File: src/rtl/snes_cpu_bus_master.sv
// Cartridge-side SNES CPU bus initiator: turns host requests into timed bus cycles
// with region-dependent length, and keeps running idle cycles between requests.
module snes_cpu_bus_master #(
  parameter int FAST_LEN  = 6,
  parameter int SLOW_LEN  = 8,
  parameter int XSLOW_LEN = 12
) (
  input  logic        MCLK,
  input  logic        RST_N,
  input  logic        ENABLE,
  input  logic        MEMSEL,
  input  logic        REQ_VALID,
  output logic        REQ_READY,
  input  logic [23:0] REQ_ADDR,
  input  logic        REQ_WE,
  input  logic [7:0]  REQ_WDATA,
  output logic        RSP_VALID,
  output logic [7:0]  RSP_DATA,
  output logic [23:0] CA,
  output logic [7:0]  BUS_DO,
  input  logic [7:0]  BUS_DI,
  output logic        CPURD_N,
  output logic        CPUWR_N,
  output logic        ROMSEL_N,
  output logic        RAMSEL_N,
  output logic        SYSCLKF_CE,
  output logic        SYSCLKR_CE
);

  // state    | meaning
  // IDLE_CYC | internal operation, fast length, no strobes or selects
  // RD_CYC   | bus read, length from region decode, data sampled at last count
  // WR_CYC   | bus write, length from region decode, no response

  localparam logic [3:0] L_FAST  = 4'(FAST_LEN);
  localparam logic [3:0] L_SLOW  = 4'(SLOW_LEN);
  localparam logic [3:0] L_XSLOW = 4'(XSLOW_LEN);

  typedef enum logic [1:0] {IDLE_CYC, RD_CYC, WR_CYC} cyc_t;

  cyc_t        st, st_n;
  logic        run;
  logic [3:0]  cnt, cnt_n, len, len_n, rpos_n;
  logic        ready_q, ce_f_q, ce_r_q, rsp_valid_q;
  logic        boundary, accept, rd_done;
  logic [7:0]  bank;
  logic [15:0] off;
  logic        low_bank, wram_bank;
  logic [3:0]  dec_len;
  logic        dec_rom_n, dec_ram_n;

  assign bank      = REQ_ADDR[23:16];
  assign off       = REQ_ADDR[15:0];
  assign low_bank  = ~bank[6];
  assign wram_bank = (bank[7:1] == 7'h3F);

  always_comb begin
    dec_len = L_SLOW;
    if (low_bank) begin
      if (off < 16'h2000)                   dec_len = L_SLOW;
      else if (off < 16'h4000)              dec_len = L_FAST;
      else if (off < 16'h4200)              dec_len = L_XSLOW;
      else if (off < 16'h6000)              dec_len = L_FAST;
      else if (bank[7] && off[15] && MEMSEL) dec_len = L_FAST;
      else                                  dec_len = L_SLOW;
    end else if (bank[7] && MEMSEL) begin
      dec_len = L_FAST;
    end
    dec_rom_n = low_bank ? ~off[15] : wram_bank;
    dec_ram_n = low_bank ? ~(off < 16'h2000) : ~wram_bank;
  end

  assign boundary = run && (cnt == len - 4'd1);
  assign accept   = boundary && REQ_VALID;
  assign rd_done  = boundary && (st == RD_CYC);

  // The first enabled clock after reset only starts cycle 0 so its CE is visible.
  always_comb begin
    st_n  = st;
    cnt_n = cnt + 4'd1;
    len_n = len;
    if (!run) begin
      st_n  = IDLE_CYC;
      cnt_n = 4'd0;
      len_n = L_FAST;
    end else if (boundary) begin
      cnt_n = 4'd0;
      if (REQ_VALID) begin
        st_n  = REQ_WE ? WR_CYC : RD_CYC;
        len_n = dec_len;
      end else begin
        st_n  = IDLE_CYC;
        len_n = L_FAST;
      end
    end
    rpos_n = len_n - 4'd4;
  end

  always_ff @(posedge MCLK or negedge RST_N) begin
    if (!RST_N) begin
      run         <= 1'b0;
      st          <= IDLE_CYC;
      cnt         <= 4'd0;
      len         <= L_FAST;
      ready_q     <= 1'b0;
      ce_f_q      <= 1'b0;
      ce_r_q      <= 1'b0;
      rsp_valid_q <= 1'b0;
      RSP_DATA    <= 8'h00;
      CA          <= 24'h000000;
      BUS_DO      <= 8'h00;
      CPURD_N     <= 1'b1;
      CPUWR_N     <= 1'b1;
      ROMSEL_N    <= 1'b1;
      RAMSEL_N    <= 1'b1;
    end else if (ENABLE) begin
      run     <= 1'b1;
      st      <= st_n;
      cnt     <= cnt_n;
      len     <= len_n;
      ce_f_q  <= (cnt_n == 4'd0);
      ce_r_q  <= (cnt_n == rpos_n);
      ready_q <= (cnt_n == len_n - 4'd1);
      CPURD_N <= !((st_n == RD_CYC) && (cnt_n >= 4'd2));
      CPUWR_N <= !((st_n == WR_CYC) && (cnt_n >= rpos_n));
      rsp_valid_q <= rd_done;
      if (rd_done) RSP_DATA <= BUS_DI;
      if (accept) begin
        CA       <= REQ_ADDR;
        ROMSEL_N <= dec_rom_n;
        RAMSEL_N <= dec_ram_n;
        if (REQ_WE) BUS_DO <= REQ_WDATA;
      end else if (boundary) begin
        ROMSEL_N <= 1'b1;
        RAMSEL_N <= 1'b1;
      end
    end
  end

  assign REQ_READY  = ready_q & ENABLE;
  assign RSP_VALID  = rsp_valid_q & ENABLE;
  assign SYSCLKF_CE = ce_f_q & ENABLE;
  assign SYSCLKR_CE = ce_r_q & ENABLE;

endmodule

File: config.mk
export PLATFORM = sky130hd
export DESIGN_NAME = snes_cpu_bus_master
export DESIGN_NICKNAME = d
export VERILOG_FILES = /design/src/rtl/snes_cpu_bus_master.sv
export SDC_FILE = /design/constraint.sdc
export NUM_CORES = 1
export LEC_CHECK = 0
export ABC_AREA = 1
export CELL_PAD_IN_SITES_DETAIL_PLACEMENT = 1
export CELL_PAD_IN_SITES_GLOBAL_PLACEMENT = 2
export CORE_ASPECT_RATIO = 0.8
export CORE_MARGIN = 3
export CORE_UTILIZATION = 28
export CTS_BUF_LIST = sky130_fd_sc_hd__clkbuf_16
export CTS_CLUSTER_DIAMETER = 60
export DETAILED_ROUTE_END_ITERATION = 16
export PLACE_DENSITY_LB_ADDON = 0.25
export SKIP_CTS_REPAIR_TIMING = 1
export SKIP_LAST_GASP = 1
export SYNTH_ARGS = -nofsm -noshare
export SYNTH_HDL_FRONTEND = slang
export SYNTH_SLANG_ARGS = --single-unit
File: constraint.sdc
create_clock -name MCLK -period 7.9 [get_ports MCLK]
set_clock_uncertainty 0.05 [all_clocks]
set_input_delay 1.58 -clock MCLK [delete_from_list [all_inputs] [get_ports MCLK]]
set_output_delay 1.58 -clock MCLK [all_outputs]
set_load 0.005 [all_outputs]
## Word level (Yosys, flattened, before mapping)

Cells that the tools add are included.

| word-level totals | value |
|---|---|
| bits in registers | 59 |
| bits of input ports | 46 |
| output and inout bits | 48 |
| word-level logic and storage cells | 76 |

| cells by class | value |
|---|---|
| $add $sub $neg | 4 |
| magnitude comparators | 6 |
| equal/unequal tests | 7 |
| mux-type cells | 21 |
| bitwise operators | 7 |
| reductions and logical operators | 16 |

Operator list:

| operator | count |
|---|---|
| < comparator 16 x 15 -> 1 bit, second input constant | 3 |
| 2-to-1 mux 4 bit | 12 |
| < comparator 16 x 14 -> 1 bit, second input constant | 1 |
| == test 4 bit | 3 |
| logical AND 1 bit | 8 |
| 2-to-1 mux 2 bit | 4 |
| subtractor 4 x 1 -> 4 bit, second input constant | 2 |
| == test 7 x 6 -> 1 bit, second input constant | 1 |
| AND reduction 2 bit | 3 |
| 2-to-1 mux 1 bit | 5 |
| adder 4 x 1 -> 4 bit, second input constant | 1 |
| bitwise AND 1 bit | 4 |
| == test 2 x 1 -> 1 bit, second input constant | 2 |
| greater-or-equal comparator 4 x 2 -> 1 bit, second input constant | 1 |
| greater-or-equal comparator 4 bit | 1 |
| logical NOT 4 bit | 1 |
| subtractor 4 x 3 -> 4 bit, second input constant | 1 |
| inverter 1 bit | 3 |
| AND reduction 3 bit | 1 |
| == test 2 bit, second input constant | 1 |
| logical NOT 1 bit | 2 |
| nonzero test 2 bit | 1 |

## Logic depth before layout (Yosys ltp)

| logic depth | value |
|---|---|
| depth in word-level cells | 15 |
| mapped depth | 22 |
| mapped depth without buffers | 21 |

## Least setup slack after synthesis

Ideal clock, no wire load.

| timing | value |
|---|---|
| kind | input -> output |
| start | in ENABLE |
| end | out REQ_READY |
| data arrival time | 1.958 ns |
| data required time | 6.270 ns |
| path slack | 4.312 ns |
| cell stages on the path | 3 |
| path buffers | 1 |
| cells stage by stage | clkbuf_1 -> nand2_1 -> inv_1 |

| on the way | value |
|---|---|
| word-level cells in the longest chain between the ends | 1 |

Ends and longest elaborated chain:

| what | RTL line | RTL |
|---|---|---|
| start, declared | 10 | `input logic ENABLE,` |
| bitwise AND 1 bit | 140 | `assign REQ_READY = ready_q & ENABLE;` |
| end, declared | 13 | `output logic REQ_READY,` |

Every way passes these cells.

## Final worst setup path

| timing | value |
|---|---|
| start | in ENABLE |
| end | out SYSCLKF_CE |

| on the way | value |
|---|---|
| word-level cells in the longest chain between the ends | 1 |

Ends and longest elaborated chain:

| what | RTL line | RTL |
|---|---|---|
| bitwise AND 1 bit | 142 | `assign SYSCLKF_CE = ce_f_q & ENABLE;` |
| end, declared | 26 | `output logic SYSCLKF_CE,` |

Every way passes these cells.

==> flow_summary.ini <==
[pwr]
p_int_mw = 1.11
swShare_pct = 37.4
switching_power_mw = 0.665
p_seq_share_pct = 29.7
pwr-share-comb_pct = 46.3
power_density_mw_per_mm2 = 413
ir_worst_vdd_mv = 0.137
pwr-share-clk_pct = 24.0
p_leak_nw = 2.16

[detailed_routing]
drc_errors = 0
wl_met1_um = 4060
dr_total_vias = 2651
first_pass_iters = 4
wl_met2_um = 3940
drtIter0Drc = 82
viasPerCell = 4.49
drtAntennaViolNets = 0
wl_per_cell_um = 14.6
top_layer_used = met4
wl_met3_um = 527
drt_wl_total_um = 8620

[synthesis]
syn_avg_cell_area_um2 = 8.31
yosysSeqAreaShare_pct = 50.3
synthTopCellsByArea = dfrtp_1 (45%), nand2_1 (16%), dfstp_2 (5.3%)
yosys.area.top_type_share_pct = 45.0
ys_seq_elements = 59
yosysUniqueCellTypes = 33
yosys.area.top_type = dfrtp_1
yosysMostFrequentCell = nand2_1
netlist_top_cells_count = nand2_1 (127), dfrtp_1 (53), inv_1 (38)
syn_inst = 355
netlist_area_mm2 = 0.00295
ys.flop_type = dfrtp_1
yosysWarnings = 0
ys_async_sr_fraction_pct = 100
synth_edf_count = 0
synth_nets = 408

[placement]
hpwlAfterDp_um = 6330
gp_congestion = 0.779
port_buffers = 93

[clock_network]
numCtsBuffers = 9
clkTransAtPathRegs_ps = 50
htree_levels = 3
cts-root-buf = clkbuf_16
clk_path_buf_depth = 2
cts.sinks = 59
clkLatencyLatePin_ps = 330
cts_tree = built

[floorplanning]
rows = 32
initial_utilization_pct = 29.7
core_mm2 = 0.00993
pin_count = 94
die_w_um = 121
dieArea_mm2 = 0.0118
die_y_um = 97.8

[hold_path]
min_path_cells = 2
hold_path_end = CA[21]
hold_start = CA[21]
hold_class = reg2reg

[worst_setup_path]
worstPathArrival_ps = 3020
r2r-start = len[1]
crit_type = in2out
r2r_slack_ps = 4220
r2r_end = BUS_DO[3]
critPathLaunchType = input port
cp.required_ps = 6270
cp-end-kind = output port
cp_max_fo = 13
rr_worst_depth = 15

[flow_run]
max_cap_viol_count = 0

[sta]
drv_slew = 0
whs_ps = 425
hold_viol = 0
clock.fmax_mhz = 215
min_period_over_period_pct = 58.9
rsz0062_at_grt = false
timing.setup.tns_ps = 0
worstMarginPinSlew_ps = 882
period_needed_ps = 4650
relSlewSlack_pct = 41.1
setup_viol = 0

[cells_and_area]
layout-drive-gt1-share_pct = 10.5
diodes = 0
fillers = 1202
syn2layout_area_growth_pct = 46.0
nNetsFinal = 503

[global_route]
grt_remaining_overflow = 0
grt_max_degree = 60
grt_pass1_wl_um = 14500
grt_usage_pct = 15.6
antenna_found_initial = 0
grt_pass1_vias = 2839

[status]
run_status = completed
state kept, by name, summed over array words and instances, names as in the netlist:
name and cells:
CPUWR_N 1, ROMSEL_N 1, ready_q 1, CPURD_N 1, CA 24, ce_f_q 1
BUS_DO 8, len 4, run 1, rsp_valid_q 1, RSP_DATA 8, cnt 4
st 2, ce_r_q 1, RAMSEL_N 1
placed cells by master, fill, tap and decap left out, drive strengths merged:
cell type | synthesis | layout
a21oi | 5 | 5
a2bb2oi | 2 | 2
a31oi | 2 | 2
buf | 8 | 2
bufinv | 0 | 2
clkbuf | 2 | 9
clkdlybuf4s50 | 0 | 92
clkinv | 1 | 4
dfrtp | 53 | 53
dfstp | 6 | 6
ha | 7 | 7
inv | 41 | 43
mux2 | 8 | 8
nand2 | 131 | 131
nand3 | 20 | 20
nand4 | 4 | 4
nor2 | 27 | 27
nor4 | 1 | 1
o21a | 1 | 1
o21ai | 28 | 28
o21bai | 1 | 1
o22ai | 2 | 2
or2 | 2 | 2
xnor2 | 1 | 1
xor2 | 2 | 2
stage by stage:
| step | setup WS [ps] | util, % | power, mW | cells | instance area, um2 |
|---|---|---|---|---|---|
| floorplan | 4310 | - | 0.993 | 355 | 2950 |
| CTS | 3180 | 43.4 | 1.81 | 591 | 4310 |
| detailed placement | 2850 | 40.1 | 1.36 | 575 | 3980 |
| global route | 2810 | 43.4 | 1.95 | 591 | 4310 |
| finish | 3250 | 43.4 | 1.78 | 591 | 4310 |
| global placement | 2990 | 40.1 | 1.34 | 575 | 3980 |
critical path, stage by stage:
cell and delay (ps):
clkdlybuf4s50_1 770, nand2_1 110, inv_1 70, clkdlybuf4s50_1 490
power groups by stage:
stage	Sequential, mW	Combinational (mW)	Clock (mW)
after global placement	0.527	0.810	0
after global routing	0.545	0.945	0.455
after floorplan	0.522	0.471	0
after CTS	0.529	0.843	0.441
after detailed placement	0.529	0.833	0
final	0.528	0.823	0.427
metal layers:
metal,vias to the layer above,global-route usage [%]
met5,-,0
met4,0,4.01
met3,8,6.37
met2,63,24.5
met1,1270,20.0
li1,1310,-
layout make-up:
| class | instances | area (um2) | area share, % |
|---|---|---|---|
| clock inverters | 7 | 98.8 | 2.30 |
| well taps | 136 | 170 | 3.95 |
| repair buffers | 94 | 933 | 21.7 |
| flip-flops and latches | 59 | 1480 | 34.5 |
| inverters | 42 | 158 | 3.66 |
| clock buffers | 9 | 225 | 5.23 |
| multi-input cells | 244 | 1240 | 28.7 |
worst max path at each step:
stage | startpoint | end | slack (ps) | cells after the start
floorplan | ENABLE | REQ_READY | 4310 | 3
global placement | ENABLE | BUS_DO[2] | 2990 | 7
detailed placement | ENABLE | BUS_DO[3] | 2850 | 7
CTS | ENABLE | BUS_DO[3] | 3180 | 7
global route | ENABLE | BUS_DO[2] | 2810 | 7
finish | ENABLE | SYSCLKF_CE | 3250 | 4
cells by family after synthesis:
logic type / after synthesis / share of synthesized area [%]
multiplexers: 8 / 3.05
AND/OR/NAND/NOR: 185 / 27.3
adder cells (fa/ha/maj): 7 / 2.97
AO/OA/AOI/OAI: 41 / 7.68
flip-flops: 59 / 50.3
XOR/XNOR: 3 / 0.891
buffers and inverters: 52 / 7.76
(Power assumes the default switching activity.)
